--- config.mk ---
export PLATFORM = sky130hd
export DESIGN_NAME = exec_control_path_flat
export DESIGN_NICKNAME = d
export VERILOG_FILES = /design/src/rtl/exec_control_path_if.sv /design/src/rtl/exec_control_path.sv /design/src/flat_wrapper.sv
export SDC_FILE = /design/constraint.sdc
export NUM_CORES = 1
export LEC_CHECK = 0
export ABC_AREA = 1
export CAP_MARGIN = 20
export CORE_ASPECT_RATIO = 1.4
export CORE_UTILIZATION = 40
export CTS_CLUSTER_SIZE = 25
export DETAILED_ROUTE_END_ITERATION = 16
export PLACE_DENSITY_LB_ADDON = 0.2
export SLEW_MARGIN = 30
export SYNTH_ARGS = -nofsm -noshare
export SYNTH_HDL_FRONTEND = slang
export SYNTH_SLANG_ARGS = --single-unit
--- constraint.sdc ---
create_clock -name clk -period 3.45 [get_ports clk]
set_clock_uncertainty 0.1 [all_clocks]
set_input_delay 0.5175 -clock clk [delete_from_list [all_inputs] [get_ports clk]]
set_output_delay 0.5175 -clock clk [all_outputs]
set_load 0.1 [all_outputs]
--- src/rtl/exec_control_path_if.sv ---
// rtl/exec_control_path_if.sv - instruction, register-file and result signals of the decode/execute slice

interface exec_control_path_if;
  logic [31:0] instruction;
  logic [7:0]  regout1;
  logic [7:0]  regout2;
  logic [2:0]  readreg1;
  logic [2:0]  readreg2;
  logic [2:0]  writereg;
  logic        writeenable;
  logic [2:0]  aluop;
  logic [7:0]  aluresult;

  // Instruction memory / register file side
  modport master (
    output instruction, regout1, regout2,
    input  readreg1, readreg2, writereg, writeenable, aluop, aluresult
  );

  // Decode/execute slice side
  modport slave (
    input  instruction, regout1, regout2,
    output readreg1, readreg2, writereg, writeenable, aluop, aluresult
  );
endinterface

--- src/rtl/exec_control_path.sv ---
// rtl/exec_control_path.sv - instruction register, control decode, operand muxes, negator and ALU

module exec_control_path (
  input  logic               clk,
  input  logic               reset,  // active-low, asynchronous
  exec_control_path_if.slave bus
);
  logic [31:0] ir;
  logic        valid;

  logic [7:0]  opcode;
  logic [7:0]  immediate;
  logic [2:0]  aluop;
  logic        muxcompselect;
  logic        muximmselect;
  logic        writeenable;
  logic [7:0]  compliment;
  logic [7:0]  comp_mux_out;
  logic [7:0]  opnd;
  logic [7:0]  alu_result;
  logic        unused_ir_bits;

  // Capture one instruction per cycle; reset clears IR so every decoded field reads zero
  always_ff @(posedge clk or negedge reset) begin
    if (!reset) begin
      ir    <= 32'h0000_0000;
      valid <= 1'b0;
    end else begin
      ir    <= bus.instruction;
      valid <= 1'b1;
    end
  end

  assign opcode    = ir[31:24];
  assign immediate = ir[7:0];

  // Bits between the register fields carry no meaning for this instruction set
  assign unused_ir_bits = ^{ir[23:19], ir[15:11]};

  exec_control_unit u_control (
    .opcode        (opcode),
    .valid         (valid),
    .aluop         (aluop),
    .muxcompselect (muxcompselect),
    .muximmselect  (muximmselect),
    .writeenable   (writeenable)
  );

  exec_negator u_negator (
    .data_in  (bus.regout2),
    .data_out (compliment)
  );

  exec_mux2to1 u_comp_mux (
    .sel      (muxcompselect),
    .in0      (bus.regout2),
    .in1      (compliment),
    .data_out (comp_mux_out)
  );

  exec_mux2to1 u_imm_mux (
    .sel      (muximmselect),
    .in0      (comp_mux_out),
    .in1      (immediate),
    .data_out (opnd)
  );

  exec_alu u_alu (
    .data1  (bus.regout1),
    .data2  (opnd),
    .aluop  (aluop),
    .result (alu_result)
  );

  assign bus.readreg1    = ir[10:8];
  assign bus.readreg2    = ir[2:0];
  assign bus.writereg    = ir[18:16];
  assign bus.writeenable = writeenable;
  assign bus.aluop       = aluop;
  // Before the first capture after reset the result is held at zero regardless of register data
  assign bus.aluresult   = valid ? alu_result : 8'h00;
endmodule

module exec_control_unit (
  input  logic [7:0] opcode,
  input  logic       valid,
  output logic [2:0] aluop,
  output logic       muxcompselect,
  output logic       muximmselect,
  output logic       writeenable
);
  localparam logic [7:0] OP_LOADI = 8'h00;
  localparam logic [7:0] OP_MOV   = 8'h01;
  localparam logic [7:0] OP_ADD   = 8'h02;
  localparam logic [7:0] OP_SUB   = 8'h03;
  localparam logic [7:0] OP_AND   = 8'h04;
  localparam logic [7:0] OP_OR    = 8'h05;

  localparam logic [2:0] ALU_FORWARD = 3'b000;
  localparam logic [2:0] ALU_ADD     = 3'b001;
  localparam logic [2:0] ALU_AND     = 3'b010;
  localparam logic [2:0] ALU_OR      = 3'b011;

  // Opcode to control decode; unknown opcodes and the not-yet-valid state are write-free no-ops
  always_comb begin
    aluop         = ALU_FORWARD;
    muxcompselect = 1'b0;
    muximmselect  = 1'b0;
    writeenable   = 1'b0;
    if (valid) begin
      case (opcode)
        OP_LOADI: begin
          muximmselect = 1'b1;
          writeenable  = 1'b1;
        end
        OP_MOV: begin
          writeenable = 1'b1;
        end
        OP_ADD: begin
          aluop       = ALU_ADD;
          writeenable = 1'b1;
        end
        OP_SUB: begin
          aluop         = ALU_ADD;
          muxcompselect = 1'b1;
          writeenable   = 1'b1;
        end
        OP_AND: begin
          aluop       = ALU_AND;
          writeenable = 1'b1;
        end
        OP_OR: begin
          aluop       = ALU_OR;
          writeenable = 1'b1;
        end
        default: begin
          aluop       = ALU_FORWARD;
          writeenable = 1'b0;
        end
      endcase
    end
  end
endmodule

module exec_mux2to1 (
  input  logic       sel,
  input  logic [7:0] in0,
  input  logic [7:0] in1,
  output logic [7:0] data_out
);
  assign data_out = sel ? in1 : in0;
endmodule

module exec_negator (
  input  logic [7:0] data_in,
  output logic [7:0] data_out
);
  // Two's complement wraps, so 0x00 and 0x80 map to themselves
  assign data_out = ~data_in + 8'd1;
endmodule

module exec_alu (
  input  logic [7:0] data1,
  input  logic [7:0] data2,
  input  logic [2:0] aluop,
  output logic [7:0] result
);
  // Carry is dropped; reserved function codes yield zero
  always_comb begin
    result = 8'h00;
    case (aluop)
      3'b000:  result = data2;
      3'b001:  result = data1 + data2;
      3'b010:  result = data1 & data2;
      3'b011:  result = data1 | data2;
      default: result = 8'h00;
    endcase
  end
endmodule

--- src/flat_wrapper.sv ---
// flat-port wrapper written by rule: the top's interface ports become plain ports
module exec_control_path_flat 
  (clk, reset, bus_instruction, bus_regout1, bus_regout2, bus_readreg1, bus_readreg2, bus_writereg, bus_writeenable, bus_aluop, bus_aluresult);
  exec_control_path_if bus_i ();
  input  logic clk;
  input  logic reset;
  input wire logic [$bits(bus_i.instruction)-1:0] bus_instruction;
  input wire logic [$bits(bus_i.regout1)-1:0] bus_regout1;
  input wire logic [$bits(bus_i.regout2)-1:0] bus_regout2;
  output wire logic [$bits(bus_i.readreg1)-1:0] bus_readreg1;
  output wire logic [$bits(bus_i.readreg2)-1:0] bus_readreg2;
  output wire logic [$bits(bus_i.writereg)-1:0] bus_writereg;
  output wire logic [$bits(bus_i.writeenable)-1:0] bus_writeenable;
  output wire logic [$bits(bus_i.aluop)-1:0] bus_aluop;
  output wire logic [$bits(bus_i.aluresult)-1:0] bus_aluresult;
  assign bus_i.instruction = bus_instruction;
  assign bus_i.regout1 = bus_regout1;
  assign bus_i.regout2 = bus_regout2;
  assign bus_readreg1 = bus_i.readreg1;
  assign bus_readreg2 = bus_i.readreg2;
  assign bus_writereg = bus_i.writereg;
  assign bus_writeenable = bus_i.writeenable;
  assign bus_aluop = bus_i.aluop;
  assign bus_aluresult = bus_i.aluresult;
  exec_control_path u_core (.clk(clk), .reset(reset), .bus(bus_i));
endmodule
==> out/results.tsv, run 1 <==
stage	metric	value	unit
run_status	status	finished with violations	
run_status	violations	negative setup slack	
grt	grt_pass1_vias	2107	
clock_tree	cts_sinks	23	
timing	relSlewSlack	34.2	%
pwr	clkPwrFrac	19.4	%
clock_tree	h-tree-depth	1	
die	coreArea	4880	µm²
route	dr.pass1.iters	4	
grt	grt_pass1_wl	8780	µm
route	drc	0	
die	io_pins	71	
clock_tree	tritoncts	yes	
grt	grt_max_degree	24	
worst_setup_path	crit_path_max_fanout	7	
worst_setup_path	cp_data_required_time	2.83	ns
route	drt-initial-drc-count	85	
die	rows	30	
layout	diodes	0	
pwr	peakVddDrop	282	µV
clock_tree	clkTransAtPathRegs	0.07	ns
yosys	yosysWarnings	0	
route	avgViaCountPerCell	4.94	
yosys	synth_area_per_cell	7.50	µm²
yosys	yosys_register_bits	23	
pwr	cellLeakagePower	1.59	nW
pwr	p_per_area	243	nW/µm²
worst_setup_path	startpoint_type	flop	
die	die_w	62.4	µm
pwr	p_int	0.000519	W
place	place_area	2910	µm²
layout	drive_gt1_share	42.3	%
grt	antenna_found_initial	0	
grt	grt_overflow	0	
timing	fin_crit	3.46	ns
die	dieArea	5400	µm²
grt	grt_use_total	20.5	%
worst_setup_path	crit_path_end_kind	output port	
die	fp.dieH	86.5	µm
yosys	yosysSeqAreaShare	28.2	%
pwr	p_comb_share	45.2	%
place	gp_congestion	0.875	
timing	setup_slack	-0.0149	ns
timing	rsz0062_at_grt	true	
route	drtAntennaViolNets	0	
layout	final_common_cell	nand2_1	
place	place_hpwl	4100	µm
timing	finalHoldViolCount	0	
worst_setup_path	worstPathArrival	2.85	ns
timing	period_share	100	%
place	post-place-ws	-0.336	ns
die	start_util	41.8	%
route	routed_wl	5400	µm
pwr	power_frac_seq	35.5	%
timing	maxSlewViolCount	0	
layout	final_core_util	69.0	%
place	dp.cells	406	
timing	tightest_slew	0.984	ns
min_path	hold_path.class	input pin to asynchronous set/reset pin	
layout	area_delta_synth_final	65.1	%
pwr	netSwitchingFraction	36.7	%
layout	finalNonFillerCells	419	
layout	final_cell_mix	nand2_1, clkdlybuf4s50_1, inv_1	
clock_tree	clock_path_buffers	2	
layout	final_cell_area	3370	µm²
worst_setup_path	worstSetupPathType	flop to output port	
yosys	synth_cells	272	
timing	finalSetupViolCount	3	
yosys	syn-cell-area	2040	µm²
clock_tree	root_buffer	clkbuf_8	
place	port_buffers	59	
timing	clock.fmax	0.289	GHz
route	vias	2069	
clock_tree	cts_hold_buf	0	
route	wl_per_cell	12.9	µm
clock_tree	cts_buffers	3	
yosys	yosysUniqueCellTypes	37	
layout	fin_nets	424	
job	maxCapViolCount	0	
yosys	synth_nets	340	
pwr	power.switching	0.000301	W
[critical path, stage by stage (launching register included)]
cell	delay (ns)
dfrtp_1	0.37
inv_1	0.06
nand2_2	0.08
nor2_8	0.14
nand4_4	0.20
buf_6	0.19
or2_4	0.24
nand2_4	0.08
ha_4	0.23
buf_4	0.14
a21oi_2	0.13
o21ai_2	0.07
nand2_1	0.06
nand2_1	0.06
nor2_2	0.11
nor2_2	0.06
a21oi_4	0.17
buf_12	0.19
[power groups by stage]
| stage | Clock (W) | Combinational (W) | Sequential (W) |
|---|---|---|---|
| 2_1_floorplan | 0 | 0.000192 | 0.000295 |
| 3_3_place_gp | 0 | 0.000311 | 0.000295 |
| 3_5_place_dp | 0 | 0.000315 | 0.000296 |
| 4_1_cts | 0.000167 | 0.000346 | 0.000290 |
| 5_1_grt | 0.000176 | 0.000395 | 0.000292 |
| 6_report | 0.000159 | 0.000370 | 0.000291 |
[per-stage QoR]
| stage | hold WS (ns) | TNS (ns) | power (W) |
|---|---|---|---|
| final | 0.108 | -0.0307 | 0.000819 |
| after global routing | 0.145 | -0.989 | 0.000864 |
| after CTS | 0.580 | -0.0230 | 0.000803 |
| after detailed placement | 0.866 | -1.72 | 0.000610 |
| after global placement | 0.863 | -1.41 | 0.000606 |
| after floorplan | 0.122 | 0 | 0.000486 |
[metal layers]
metal,vias up,global-route usage [%],wire [µm]
met4,0,11.2,250
li1,1011,-,-
met2,69,40.8,2930
met3,18,2.11,221
met1,971,20.6,2010
met5,-,0,0
[cells in the mapped netlist, drive strengths merged]
cell type  instances  area, µm²
conb               2       7.51
nor2              28        163
nand4             11        111
o21ai             11       58.8
nand2             60        245
nand3             25        155
nor3               2       10.0
buf               13       98.8
xor2               2       17.5
ha                17        213
o211ai             2       20.0
or2                9       56.3
o21a               1       7.51
nand3b             3       22.5
a21oi             11       62.6
inv               50        190
o22ai              1       6.26
dfrtp             23        576
fa                 1       20.0
[worst max-delay path by stage]
stage	from	cells after the start	endpoint	slack [ns]
2_1_floorplan	u_core.ir[28]	17	bus_aluresult[7]	0.02
3_5_place_dp	bus_regout2[0]	17	bus_aluresult[7]	-0.34
3_3_place_gp	bus_regout2[0]	17	bus_aluresult[7]	-0.29
6_report	u_core.ir[29]	17	bus_aluresult[4]	-0.01
4_1_cts	u_core.ir[30]	16	bus_aluresult[4]	-0.01
5_1_grt	bus_regout2[4]	18	bus_aluresult[7]	-0.19
[layout make-up]
class | count | area [µm²]
clock buffers | 3 | 41.3
clock inverters | 1 | 5.00
fillers | 390 | 1510
inverters | 50 | 195
multi-input cells | 186 | 1530
flip-flops and latches | 23 | 578
well taps | 64 | 80.1
repair buffers | 92 | 941
[logic make-up (layout without fill, tap and decap cells)]
logic type / count (synthesis) / after routing / share of synthesized area (%)
AOI/OAI and AO/OA: 26 / 26 / 7.60
xor gates and xnor gates: 2 / 2 / 0.859
adders and majority gates: 18 / 18 / 11.4
buffers and inverters: 63 / 146 / 14.2
DFF: 23 / 23 / 28.2
other: 2 / 2 / 0.368
and+or+nand+nor: 138 / 138 / 37.4
[registers in the layout, summed over array words and instances (netlist names)]
name / flops
u_core.ir: 22
u_core.valid: 1
[what timing repair did]
item / CTS / global route
resized for setup: 48 / 48
endpoints found under the setup margin: 7 / 7
setup buffers: 5 / 4
pin swaps: 21 / 30
cloned: 0 / 0
No activity file was read; power rests on OpenSTA's default activity.
==> run 2, diff against run 1 <==
DONT_BUFFER_PORTS = 1   (was default)
==> run 2 against run 1 <==
Against the previous run: the run now ends clean; combinational power decreased by 30%; routed wire length decreased by 12%; sequential power increased by 9.6%; non-clock buffer count decreased by 53.
==> out/results.tsv, run 2 (same netlist as run 1, synthesis figures left out) <==
stage	metric	value	unit
pwr	clkPwrFrac	21.3	%
worst_setup_path	crit_top_cell	inv_2	
route	drtAntennaViolNets	0	
route	avgViaCountPerCell	4.94	
timing	fin_tns_setup	0	ns
layout	final_cell_mix	nand2_1, inv_1, buf_4	
clock_tree	cts_buffers	3	
layout	final_common_cell	nand2_1	
route	routed_wl	4770	µm
timing	setup_slack	0.0552	ns
layout	fin_nets	371	
worst_setup_path	crit_chain	inv_1 > nand2_2 > nor2_8 > nand4_4 > nand2_2 > o21ai_4 > inv_2 > ha_4 > inv_2 > fa_2 > inv_2 > a21oi_2 > o21ai_2 > nor2_1 > nor2_1 > nor2_2 > a21oi_4 > buf_12	
route	drc	0	
timing	clock.fmax	0.295	GHz
layout	area_delta_synth_final	36.9	%
place	dp.cells	347	
worst_setup_path	crit_path_max_fanout	5	
worst_setup_path	worstSetupPathType	flop to output port	
worst_setup_path	slowest_delay	0.36	ns
grt	grt_use_total	18.6	%
timing	finalHoldViolCount	0	
job	maxCapViolCount	0	
worst_setup_path	cp_slowest_cell	dfrtp_1	
layout	reg_top3	u_core.ir x22, u_core.valid x1	
layout	regMostFlops	u_core.ir	
die	coreArea	4880	µm²
layout	final.fill_count	445	
place	port_buffers	0	
route	drt-initial-drc-count	74	
timing	maxSlewViolCount	0	
layout	drive_gt1_share	47.7	%
die	rows	30	
grt	grt_pass1_vias	1853	
die	fp.dieH	86.5	µm
timing	tightest_slew	0.872	ns
timing	rsz0062_at_grt	true	
pwr	cellLeakagePower	1.35	nW
run_status	status	finished, final reports clean	
clock_tree	cts_sinks	23	
pwr	power_frac_seq	43.5	%
clock_tree	tritoncts	yes	
worst_setup_path	cp_data_required_time	2.83	ns
clock_tree	clock_path_buffers	2	
die	start_util	41.8	%
die	dieArea	5400	µm²
place	place_hpwl	3690	µm
place	post-place-ws	0.0936	ns
timing	relSlewSlack	41.9	%
worst_setup_path	crit_family	simple AND/OR/NAND/NOR gates	
pwr	peakVddDrop	285	µV
layout	diodes	0	
timing	period_share	98.4	%
worst_setup_path	worstPathArrival	2.78	ns
die	die_w	62.4	µm
timing	finalSetupViolCount	0	
min_path	hold_path.class	input pin to asynchronous set/reset pin	
die	io_pins	71	
pwr	finalPower	0.000733	W
grt	grt_max_degree	24	
layout	largest_reg_flops	22	
grt	grt_overflow	0	
pwr	power.switching	0.000278	W
route	dr.pass1.iters	4	
pwr	p_comb_share	35.2	%
worst_setup_path	crit_path_end_kind	output port	
clock_tree	clkTransAtPathRegs	0.07	ns
clock_tree	h-tree-depth	1	
route	vias	1808	
grt	grt_pass1_wl	7850	µm
pwr	p_int	0.000455	W
pwr	p_per_area	262	nW/µm²
timing	fin_crit	3.39	ns
clock_tree	root_buffer	clkbuf_8	
pwr	netSwitchingFraction	37.9	%
place	gp_congestion	0.899	
worst_setup_path	startpoint_type	flop	
layout	final_core_util	57.3	%
route	wl_per_cell	13.0	µm
layout	finalNonFillerCells	366	
grt	antenna_found_initial	0	
worst_setup_path	crit_buf_inv	5	
run 2: final timing paths:
check                                    start                to  slack (ns)  cells after the start
setup / recovery                 u_core.ir[30]  bus_aluresult[4]        0.06                     18
hold / removal                           reset     u_core.ir[18]        0.10                      1
max in group asynchronous                reset     u_core.ir[27]        2.79                      1
min in group clk           bus_instruction[24]     u_core.ir[24]        0.18                      0
run 2: per-stage QoR:
stage	instance area [µm²]	hold WS, ns
floorplan	2090	0.122
global placement	2340	0.122
detailed placement	2340	0.122
CTS	2550	0.173
global route	2790	0.145
finish	2790	0.105
run 2: power by group through the flow:
stage               sequential [W]  combinational (W)  clock, W
global route              0.000321           0.000279  0.000175
floorplan                 0.000295           0.000192         0
finish                    0.000319           0.000258  0.000156
CTS                       0.000318           0.000230  0.000167
detailed placement        0.000322           0.000208         0
global placement          0.000322           0.000206         0
run 2: final cells by class:
type	count	area, µm²	area share, %
Multi-Input combinational cell	186	1510	54.0
Tap cell	64	80.1	2.87
Clock buffer	3	41.3	1.48
Sequential cell	23	579	20.7
Timing Repair Buffer	39	387	13.8
Clock inverter	1	5.00	0.179
Inverter	50	193	6.90
run 2: repair_timing:
action | in CTS | in global routing
pin swaps | 9 | 33
endpoints found under the hold margin | 23 | 0
resized for setup | 32 | 53
hold buffers | 1 | 0
cloned | 0 | 1
setup endpoints to repair | 7 | 7
setup buffers | 5 | 8
run 2: per-layer routing:
layer,routed length [µm],global-route usage (%),vias to the layer above,share of wire [%]
li1,-,-,909,-
met1,1760,19.1,833,37
met2,2640,35.9,53,55
met3,207,2.50,13,4.3
met4,164,10.8,0,3.4
met5,0,0,-,0
==> run 3, diff against run 2 <==
CORE_ASPECT_RATIO = 0.5   (was 1.4)
clock period = 3.9 ns   (was 3.45 ns; I/O delays follow)
==> run 3 against run 2 <==
Against the previous run: clock-buffer cell count up 1; die area up 0.25%; cell area down 14%; core utilization down 5.7 points; sequential cell count unchanged; power down 17%; critical path type unchanged; first-iteration DRC count up 9.5%; cell count down 3.3%.
==> out/results.tsv, run 3 (same netlist as run 1, synthesis figures left out) <==
stage	metric	value	unit
run_status	status	finished, final reports clean	
worst_setup_path	slowest_delay	0.42	ns
layout	fin_nets	357	
place	gp_congestion	0.838	
layout	drive_gt1_share	26.4	%
grt	grt_max_degree	24	
worst_setup_path	worstPathArrival	3.05	ns
die	fp.dieH	52.5	µm
grt	antenna_found_initial	0	
layout	area_delta_synth_final	17.1	%
layout	diodes	0	
grt	grt_overflow	0	
clock_tree	clkTransAtPathRegs	0.07	ns
grt	grt_pass1_wl	6850	µm
grt	grt_pass1_vias	1487	
clock_tree	root_buffer	clkbuf_8	
worst_setup_path	crit_family	simple AND/OR/NAND/NOR gates	
worst_setup_path	crit_path_end_kind	output port	
job	maxCapViolCount	0	
route	routed_wl	4470	µm
pwr	p_per_area	254	nW/µm²
pwr	finalPower	0.000608	W
grt	grt_use_total	16.8	%
layout	regMostFlops	u_core.ir	
layout	reg_top3	u_core.ir x22, u_core.valid x1	
worst_setup_path	crit_buf_inv	2	
pwr	cellLeakagePower	1.26	nW
timing	finalHoldViolCount	0	
worst_setup_path	crit_path_max_fanout	7	
die	io_pins	71	
pwr	peakVddDrop	240	µV
clock_tree	tritoncts	yes	
timing	fin_tns_setup	0	ns
timing	maxSlewViolCount	0	
die	coreArea	4640	µm²
route	vias	1726	
die	rows	17	
route	wl_per_cell	12.6	µm
timing	clock.fmax	0.268	GHz
worst_setup_path	crit_chain	inv_1 > nand2_2 > nor2_8 > nand2_4 > o21ai_0 > nand3_2 > nand2_2 > ha_1 > a21oi_2 > o21ai_0 > nand2_1 > nand3_1 > o21ai_1 > nor2_1 > a21oi_2 > buf_4	
die	dieArea	5410	µm²
worst_setup_path	cp_slowest_cell	dfrtp_1	
route	avgViaCountPerCell	4.88	
route	drtAntennaViolNets	0	
route	drt-initial-drc-count	81	
worst_setup_path	worstSetupPathType	flop to output port	
layout	final_common_cell	nand2_1	
place	port_buffers	0	
worst_setup_path	startpoint_type	flop	
route	dr.pass1.iters	4	
timing	relSlewSlack	38.9	%
clock_tree	cts_buffers	3	
place	place_hpwl	3620	µm
clock_tree	clock_path_buffers	2	
die	die_w	103	µm
layout	largest_reg_flops	22	
clock_tree	h-tree-depth	1	
timing	finalSetupViolCount	0	
worst_setup_path	cp_data_required_time	3.21	ns
timing	period_share	95.7	%
clock_tree	cts_sinks	23	
timing	fin_crit	3.73	ns
layout	final_cell_mix	nand2_1, inv_1, dfrtp_1	
die	start_util	44.0	%
min_path	hold_path.class	input pin to asynchronous set/reset pin	
timing	tightest_slew	0.915	ns
route	drc	0	
run 3: cell count changes in the layout (fill, tap and decap cells not counted), moves of 5 or more:
cell	before	now
o21ai_0	1	6
buf_4	27	16
nor2_2	12	6
ha_1	6	16
a21oi_4	6	0
nand2_1	46	52
inv_1	33	46
inv_2	15	3
or2_4	5	0
nand2_2	11	6
ha_4	9	1
nor2_1	12	18
run 3: worst max-delay path by stage:
stage | start | to | cells after the start
2_1_floorplan | bus_regout2[1] | bus_aluresult[5] | 15
3_3_place_gp | u_core.ir[28] | bus_aluresult[3] | 16
3_5_place_dp | u_core.ir[28] | bus_aluresult[3] | 16
4_1_cts | u_core.ir[28] | bus_aluresult[3] | 16
5_1_grt | u_core.ir[29] | bus_aluresult[5] | 17
6_report | u_core.ir[27] | bus_aluresult[3] | 16
run 3: power by group:
group | internal, W | leakage (nW) | total, W | switching, W
Clock | 0.0000726 | 0.0228 | 0.000138 | 0.0000656
Combinational | 0.0000584 | 0.969 | 0.000188 | 0.000130
Sequential | 0.000250 | 0.266 | 0.000282 | 0.0000318
Total | 0.000381 | 1.26 | 0.000608 | 0.000227
run 3: final cells by class:
type | count | area, µm²
clock buffers | 4 | 45.0
fillers | 469 | 2250
inverters | 50 | 190
multi-input cells | 187 | 1250
flip-flops and latches | 23 | 578
well taps | 66 | 82.6
repair buffers | 24 | 248
run 3: metal layers:
| metal | share of wire, % | GRT usage, % | vias up |
|---|---|---|---|
| li1 | - | - | 881 |
| met1 | 47 | 24.5 | 786 |
| met2 | 47 | 26.9 | 55 |
| met3 | 6.1 | 1.87 | 4 |
| met4 | 0.42 | 3.52 | 0 |
| met5 | 0 | 0 | - |
run 3: repair_timing:
item                       CTS  global route
resized for setup            0            14
hold buffers                 1             0
setup endpoints to repair    0             6
setup buffers                0             8
hold endpoints to repair    23             0
run 3: metrics by stage:
step	area, µm²	cells	hold WS, ns	util, %	setup slack, ns
floorplan	2050	272	0.189	-	0.165
global placement	2210	340	0.190	47.7	0.311
detailed placement	2210	340	0.190	47.7	0.303
CTS	2270	345	0.246	48.9	0.0133
global route	2390	354	0.222	51.5	-0.0282
finish	2390	354	0.179	51.5	0.167
